## config.mk

```make
export PLATFORM = sky130hd
export DESIGN_NAME = csa_wide_add_seq
export DESIGN_NICKNAME = d
export VERILOG_FILES = /design/src/rtl/csa_wide_add_seq_pkg.sv /design/src/rtl/csa_wide_add_seq_csa16.sv /design/src/rtl/csa_wide_add_seq.sv
export SDC_FILE = /design/constraint.sdc
export NUM_CORES = 1
export LEC_CHECK = 0
export ABC_AREA = 0
export CORE_UTILIZATION = 35
export CTS_BUF_LIST = sky130_fd_sc_hd__clkbuf_8
export DETAILED_ROUTE_END_ITERATION = 8
export HOLD_SLACK_MARGIN = 0.1
export PLACE_DENSITY = 0.61
export SETUP_SLACK_MARGIN = 0.02
export SLEW_MARGIN = 20
export SYNTH_ARGS = -nofsm -noshare
export SYNTH_HDL_FRONTEND = slang
export SYNTH_SLANG_ARGS = --single-unit
```

## constraint.sdc

```tcl
create_clock -name clk -period 6.2 [get_ports clk]
set_input_delay 1.55 -clock clk [delete_from_list [all_inputs] [get_ports clk]]
set_output_delay 1.55 -clock clk [all_outputs]
set_load 0.03 [all_outputs]
```

## src/rtl/csa_wide_add_seq_pkg.sv

```systemverilog
// Shared definitions for the wide add sequencer: slice width, FSM state
// encoding and the legal range of the WORDS parameter.
package csa_wide_add_seq_pkg;

  // Width of one operand slice handled by the shared adder per cycle.
  localparam int WORD_W = 16;

  // Legal range for the number of slices.
  localparam int WORDS_MIN = 1;
  localparam int WORDS_MAX = 16;

  // Sequencer states.
  typedef enum logic [1:0] {
    IDLE = 2'd0,
    RUN  = 2'd1,
    DONE = 2'd2
  } state_t;

  // Slice index width: clog2(words) but never less than one bit.
  function automatic int idx_width(input int words);
    return (words > 1) ? $clog2(words) : 1;
  endfunction

endpackage

```

## src/rtl/csa_wide_add_seq_csa16.sv

```systemverilog
// 16-bit carry-select adder used as the single slice adder of the sequencer.
// Four 4-bit blocks each precompute the sum for carry-in 0 and 1; the real
// block carry then selects one of the two results.
module Carry_Select_Adder_16bits (
  input  logic [15:0] a,
  input  logic [15:0] b,
  input  logic        cin,
  output logic [15:0] sum,
  output logic        cout
);

  localparam int BLK_W = 4;
  localparam int N_BLK = 4;

  // Carry entering each block; the last entry is the adder carry out.
  logic [N_BLK:0] w_blk_c;

  assign w_blk_c[0] = cin;

  for (genvar g = 0; g < N_BLK; g++) begin : g_blk
    logic [BLK_W:0] w_s0;
    logic [BLK_W:0] w_s1;

    // Both candidate results are formed before the block carry is known.
    assign w_s0 = {1'b0, a[g*BLK_W +: BLK_W]} + {1'b0, b[g*BLK_W +: BLK_W]};
    assign w_s1 = {1'b0, a[g*BLK_W +: BLK_W]} + {1'b0, b[g*BLK_W +: BLK_W]}
                + {{BLK_W{1'b0}}, 1'b1};

    assign sum[g*BLK_W +: BLK_W] = w_blk_c[g] ? w_s1[BLK_W-1:0] : w_s0[BLK_W-1:0];
    assign w_blk_c[g+1]          = w_blk_c[g] ? w_s1[BLK_W]     : w_s0[BLK_W];
  end

  assign cout = w_blk_c[N_BLK];

endmodule

```

## src/rtl/csa_wide_add_seq.sv

```systemverilog
// Wide adder that reuses one 16-bit carry-select adder over WORDS cycles,
// lowest slice first, with the carry chained through a register.
// Optional feature macro: CSA_SEQ_SUB_EN adds the sub port (a - b mode).
//
// Handshake: a transfer happens on a rising edge where valid and ready are
// both high; the sender holds valid and data stable until that edge, and the
// receiver may assert ready independently of valid.
module csa_wide_add_seq
  import csa_wide_add_seq_pkg::*;
#(
  parameter int WORDS = 4
) (
  input  logic                    clk,
  input  logic                    rst_n,
  input  logic                    in_valid,
  output logic                    in_ready,
  input  logic [WORD_W*WORDS-1:0] a,
  input  logic [WORD_W*WORDS-1:0] b,
  input  logic                    cin,
`ifdef CSA_SEQ_SUB_EN
  input  logic                    sub,
`endif
  output logic                    out_valid,
  input  logic                    out_ready,
  output logic [WORD_W*WORDS-1:0] sum,
  output logic                    cout,
  output logic                    busy,
  output state_t                  o_dbg_state
);

  localparam int                 OP_W     = WORD_W * WORDS;
  localparam int                 IDX_W    = idx_width(WORDS);
  localparam logic [IDX_W-1:0]   LAST_IDX = IDX_W'(WORDS - 1);

  if (WORDS < WORDS_MIN || WORDS > WORDS_MAX) begin : g_bad_words
    $error("csa_wide_add_seq: WORDS out of legal range");
  end

  state_t             r_state;
  state_t             w_state_nxt;

  logic [OP_W-1:0]    r_op_a;
  logic [OP_W-1:0]    r_op_b;
  logic [WORD_W-1:0]  r_sum_words [WORDS];
  logic [IDX_W-1:0]   r_idx;
  logic               r_carry;
  logic               r_cout;
  logic               r_busy;

  logic [WORD_W-1:0]  w_a_words [WORDS];
  logic [WORD_W-1:0]  w_b_words [WORDS];
  logic [WORD_W-1:0]  w_add_a;
  logic [WORD_W-1:0]  w_add_b;
  logic [WORD_W-1:0]  w_add_sum;
  logic               w_add_cout;

  logic               w_accept;
  logic               w_last;
  logic               w_release;
  logic               w_init_carry;

  // Split captured operands into slices and gather result slices into sum.
  for (genvar g = 0; g < WORDS; g++) begin : g_slices
    assign w_a_words[g]              = r_op_a[g*WORD_W +: WORD_W];
    assign w_b_words[g]              = r_op_b[g*WORD_W +: WORD_W];
    assign sum[g*WORD_W +: WORD_W]   = r_sum_words[g];
  end

  assign w_accept  = in_valid && in_ready;
  assign w_last    = (r_state == RUN) && (r_idx == LAST_IDX);
  assign w_release = out_valid && out_ready;

  assign w_add_a   = w_a_words[r_idx];

`ifdef CSA_SEQ_SUB_EN
  logic r_sub;

  // Subtraction is a + ~b + 1: invert B slices and seed the chain with 1.
  assign w_init_carry = sub ? 1'b1 : cin;
  assign w_add_b      = r_sub ? ~w_b_words[r_idx] : w_b_words[r_idx];

  // Mode bit is captured together with the operands.
  always_ff @(posedge clk or negedge rst_n) begin
    if (!rst_n) begin
      r_sub <= 1'b0;
    end else if (w_accept) begin
      r_sub <= sub;
    end
  end
`else
  assign w_init_carry = cin;
  assign w_add_b      = w_b_words[r_idx];
`endif

  Carry_Select_Adder_16bits u_slice_adder (
    .a    (w_add_a),
    .b    (w_add_b),
    .cin  (r_carry),
    .sum  (w_add_sum),
    .cout (w_add_cout)
  );

  // State register.
  always_ff @(posedge clk or negedge rst_n) begin
    if (!rst_n) begin
      r_state <= IDLE;
    end else begin
      r_state <= w_state_nxt;
    end
  end

  // Next-state decode: accept in IDLE, leave RUN after the top slice,
  // leave DONE on the result handshake.
  always_comb begin
    w_state_nxt = r_state;
    unique case (r_state)
      IDLE:    if (w_accept)  w_state_nxt = RUN;
      RUN:     if (w_last)    w_state_nxt = DONE;
      DONE:    if (w_release) w_state_nxt = IDLE;
      default:                w_state_nxt = IDLE;
    endcase
  end

  // Handshake outputs decoded straight from the state register.
  always_comb begin
    in_ready  = 1'b0;
    out_valid = 1'b0;
    case (r_state)
      IDLE:    in_ready  = 1'b1;
      DONE:    out_valid = 1'b1;
      default: ;
    endcase
  end

  // Operand capture, carry chain and slice index; idx holds at the top
  // slice instead of wrapping.
  always_ff @(posedge clk or negedge rst_n) begin
    if (!rst_n) begin
      r_op_a  <= '0;
      r_op_b  <= '0;
      r_idx   <= '0;
      r_carry <= 1'b0;
      r_cout  <= 1'b0;
      r_busy  <= 1'b0;
    end else if (w_accept) begin
      r_op_a  <= a;
      r_op_b  <= b;
      r_idx   <= '0;
      r_carry <= w_init_carry;
      r_busy  <= 1'b1;
    end else if (r_state == RUN) begin
      r_carry <= w_add_cout;
      if (w_last) begin
        r_cout <= w_add_cout;
      end else begin
        r_idx  <= r_idx + 1'b1;
      end
    end else if (w_release) begin
      r_busy  <= 1'b0;
    end
  end

  // Result slices: written one per RUN cycle, otherwise held (also in IDLE).
  always_ff @(posedge clk or negedge rst_n) begin
    if (!rst_n) begin
      for (int i = 0; i < WORDS; i++) begin
        r_sum_words[i] <= '0;
      end
    end else if (r_state == RUN) begin
      r_sum_words[r_idx] <= w_add_sum;
    end
  end

  assign cout        = r_cout;
  assign busy        = r_busy;
  assign o_dbg_state = r_state;

endmodule

```

==> run summary <==
The clock tree synthesis step divided the H-tree into 4 levels. A synthesized cell averages 13.23 um2. The total instance count after detailed placement was 1,191. Along the worst path, the maximum fanout reaches 17. The total core area was 0.02540 mm2.

Number of iterations in the first detailed-routing pass: 4. The tools report the root buffer cell as sky130_fd_sc_hd__clkbuf_8. The most numerous cell type found on the critical path is sky130_fd_sc_hd__inv_1. The tools report the die area as 0.02677 mm2. The violation count after the first detailed-route iteration is 411. Post-CTS timing repair inserted 0 buffers for setup. CTS saw 199 sinks. Leaving out fill and tap cells, the most frequent cell in the layout is sky130_fd_sc_hd__clkdlybuf4s50_1. The critical path buffer and inverter count is 3, and the fraction of the cycle the final worst path needs is 0.7421. Counting distinct cell types in the post-synthesis netlist gives 42.

For this block, the via count after detailed routing is 5,944. The number of cells upsized or downsized after cts was 0. Proportion of register bits with asynchronous set or reset after synthesis: 1.000. Data on the critical path is required at its endpoint by 6.53 ns.

After detailed routing, the total wire length is 21,570 um. The type of origin of the critical path was a flip-flop. The initial cell density of the core came out at 0.3600. Setup repair after global routing left no endpoint under its margin. Classification of the worst setup path: reg -> reg.

The run gives 0.7589 as the global placer's final weighted congestion. The tools report the number of core rows as 58. After clock tree synthesis, the flow added hold-fix buffers numbering 0.

Derived from the worst setup path, the maximum achievable clock frequency is 217.3 MHz. For the pin with the worst max-slew slack, the measured transition is 1.078 ns. The floorplan die height works out to 163.6 um. The tool flagged a number of max-cap violations equal to 0. Tracing the worst setup path back leads to its startpoint at r_idx[0]$_DFFE_PN0P_. The worst register-to-register path begins at r_idx[0]$_DFFE_PN0P_. The smallest clock period supported by the final layout is computed as 4.601 ns. Once placement finished, the instance area stood at 0.01151 mm2. In this run, CTS created clock tree buffers numbering 17. The number of max-slew violations in the final report is 0.

For the final database, setup skew stands at 0.01661 ns. The critical path goes through buf_4 > mux4_2 > inv_1 > fa_1 > inv_1 > ha_1 > nand2_1 > nor3_1 > mux2_2 > mux2_4 > mux2i_2 > a211oi_4 > mux2i_1 > o21ai_1. The logs give 203 for the top-level port count and 0 for the overall overflow remaining after global route.

Number of synthesized register bits: 199. The capturing element of the worst setup path is sum[29]$_DFFE_PN0P_. The min-delay analysis places its worst path in the category reg -> reg. Largest net degree at the start of global routing: 125. The initial antenna violation count is 5, and the CTS clock-pin slew for the worst setup and hold paths is 0.11 ns. After the last flow step, the layout net total stands at 1,041.

The tools report the post-DP HPWL as 15,930 um. At the worst endpoint, the arrival time is 4.93 ns. The library cells used most frequently in the layout, excluding fill and tap cells, are sky130_fd_sc_hd__clkdlybuf4s50_1, sky130_fd_sc_hd__dfrtp_1, sky130_fd_sc_hd__mux2_2, sky130_fd_sc_hd__nand2_1, sky130_fd_sc_hd__o21ai_0. In this run the remaining antenna-violating nets after routing total 0. Sequential share of the synthesized area: 0.5447. TritonCTS built the clock tree.

The Yosys warning count was 0; the die width was 163.6 um. Setup violations remaining at the end of the flow were counted as 0. The critical path's slowest cell is sky130_fd_sc_hd__dfrtp_2.

After detailed routing, the average wire length per cell comes to 17.61 um. After detailed routing, the number of remaining DRC violations is 0. The post-route non-filler standard cell count is 1,225.

Total negative slack for setup checks: 0 ns. Counting buffers and inverters, the worst setup path is 14 cells deep. For the worst flop-to-flop path, the logic depth is 14.

Compared with the post-synthesis result, the final layout area differs by 30.07%. Among all flip-flop cells after synthesis, the most frequent one is sky130_fd_sc_hd__dfrtp_1. Via count of the first global-routing pass: 6,147.

In this run the critical register-to-register path is captured at sum[29]$_DFFE_PN0P_. For the area occupied by registers, the log shows 0.004982 mm2. Port buffering added 202 buffers.

The fraction of final layout cells sized beyond drive strength 1 was 0.2374; the final design utilization was 0.4682. The number of enable-type register cells in the synthesized netlist works out to 0. The cell area that synthesis handed to floorplanning was 0.009143 mm2. The clock tree buffer depth was 2.

The largest single stage delay on the critical path is 0.76 ns. The average vias per placed instance was 4.852; the clock latency reported for the late side of the worst-skew pair was 0.48 ns. In the final layout, the multi-input gates occupy 0.003981 mm2. The worst setup path is captured at a flip-flop.

The overall routing resource usage was 0.1705. Synthesis handed over a netlist of 691 instances. Number of hold violations in the final report: 0. After filler insertion, the fill cell instance count of the layout stands at 2,341.

The first global-routing pass estimated 34,510 um of wire. The flow ran to the end, and the final reports show no timing, DRC or antenna violations. Once layout is done, the placed cells without fillers occupy 0.01189 mm2. Setup slack on the worst reg-to-reg path comes out at 1.60 ns. The synthesized netlist net count was 852; the worst relative slew slack was 0.2799. The cell class contributing the biggest share of worst-path delay is multiplexers.
[cells by family (layout without fill, tap and decap cells)]
kind of cell / Yosys count / after routing / synth area share
compound gates: 93 / 93 / 0.05912
buf+inv: 50 / 252 / 0.02066
mux: 172 / 172 / 0.2509
simple gates: 126 / 126 / 0.06022
other cells: 0 / 2 / 0
flops: 199 / 199 / 0.5447
xor+xnor: 23 / 23 / 0.02285
fa+ha+maj: 28 / 28 / 0.04160
[worst min path at each step]
stage | slack [ns] | endpoint | startpoint | depth (start not counted)
after detailed placement | 0.46 | busy$_DFFE_PN0P_ | busy$_DFFE_PN0P_ | 1
after CTS | 0.49 | busy$_DFFE_PN0P_ | busy$_DFFE_PN0P_ | 1
after global placement | 0.46 | busy$_DFFE_PN0P_ | busy$_DFFE_PN0P_ | 1
after floorplan | 0.48 | r_op_a[32]$_DFFE_PN0P_ | r_op_a[32]$_DFFE_PN0P_ | 1
final | 0.48 | busy$_DFFE_PN0P_ | busy$_DFFE_PN0P_ | 1
after global routing | 0.50 | sum[52]$_DFFE_PN0P_ | sum[52]$_DFFE_PN0P_ | 2
[per-stage QoR]
step | setup slack, ns | hold slack, ns
final | 1.599 | 0.4838
after global routing | 1.219 | 0.5049
after CTS | 1.515 | 0.4891
after detailed placement | 1.531 | 0.4644
after global placement | 1.702 | 0.4588
after floorplan | 1.686 | 0.4752
[area by class of cell]
| type | count | share of cell area |
|---|---|---|
| inverters | 13 | 0.004104 |
| diodes | 2 | 0.0004209 |
| flip-flops and latches | 199 | 0.4190 |
| repair buffers | 207 | 0.1756 |
| clock inverters | 15 | 0.01168 |
| well taps | 330 | 0.03472 |
| multi-input cells | 442 | 0.3348 |
| clock buffers | 17 | 0.01968 |
[per-layer routing]
metal / part of all wire / global-route usage / vias up
li1: - / - / 2843
met1: 0.49 / 0.2461 / 2922
met2: 0.44 / 0.2546 / 156
met3: 0.056 / 0.04622 / 17
met4: 0.0088 / 0.03788 / 6
met5: 0.0015 / 0 / -
[flip-flops by register name (all words and copies together) (netlist names)]
signal and cells:
busy 1, sum 64, r_op_a 64, r_idx 2, cout 1, r_op_b 64, r_carry 1, o_dbg_state 2
[cell usage after synthesis (6+ instances only)]
| cell | instances | area (um2) |
|---|---|---|
| sky130_fd_sc_hd__a21o_1 | 8 | 60.06 |
| sky130_fd_sc_hd__a21oi_1 | 8 | 40.04 |
| sky130_fd_sc_hd__clkbuf_1 | 33 | 123.9 |
| sky130_fd_sc_hd__dfrtp_1 | 199 | 4980 |
| sky130_fd_sc_hd__ha_1 | 24 | 300.3 |
| sky130_fd_sc_hd__inv_1 | 13 | 48.80 |
| sky130_fd_sc_hd__mux2_2 | 130 | 1464 |
| sky130_fd_sc_hd__mux2i_1 | 8 | 80.08 |
| sky130_fd_sc_hd__mux4_2 | 32 | 720.7 |
| sky130_fd_sc_hd__nand2_1 | 83 | 311.6 |
| sky130_fd_sc_hd__nand3_1 | 8 | 40.04 |
| sky130_fd_sc_hd__nor2_1 | 11 | 41.29 |
| sky130_fd_sc_hd__o21ai_0 | 57 | 285.3 |
| sky130_fd_sc_hd__o21ai_1 | 9 | 45.04 |
| sky130_fd_sc_hd__xnor2_1 | 16 | 140.1 |
| sky130_fd_sc_hd__xor2_1 | 6 | 52.55 |
[worst reg2reg max path, delay by kind of cell (launching register included)]
kind / cells / cell delay (ns)
multiplexers: 5 / 1.77
adder cells (fa/ha/maj): 2 / 0.59
AO/OA/AOI/OAI: 2 / 0.57
AND/OR/NAND/NOR: 2 / 0.27
flip-flops: 1 / 0.76
buffers and inverters: 3 / 0.53
Power is left out: the tool's default activity adds up to more than one toggle a clock period on the data nets, which glitch-free logic cannot reach.
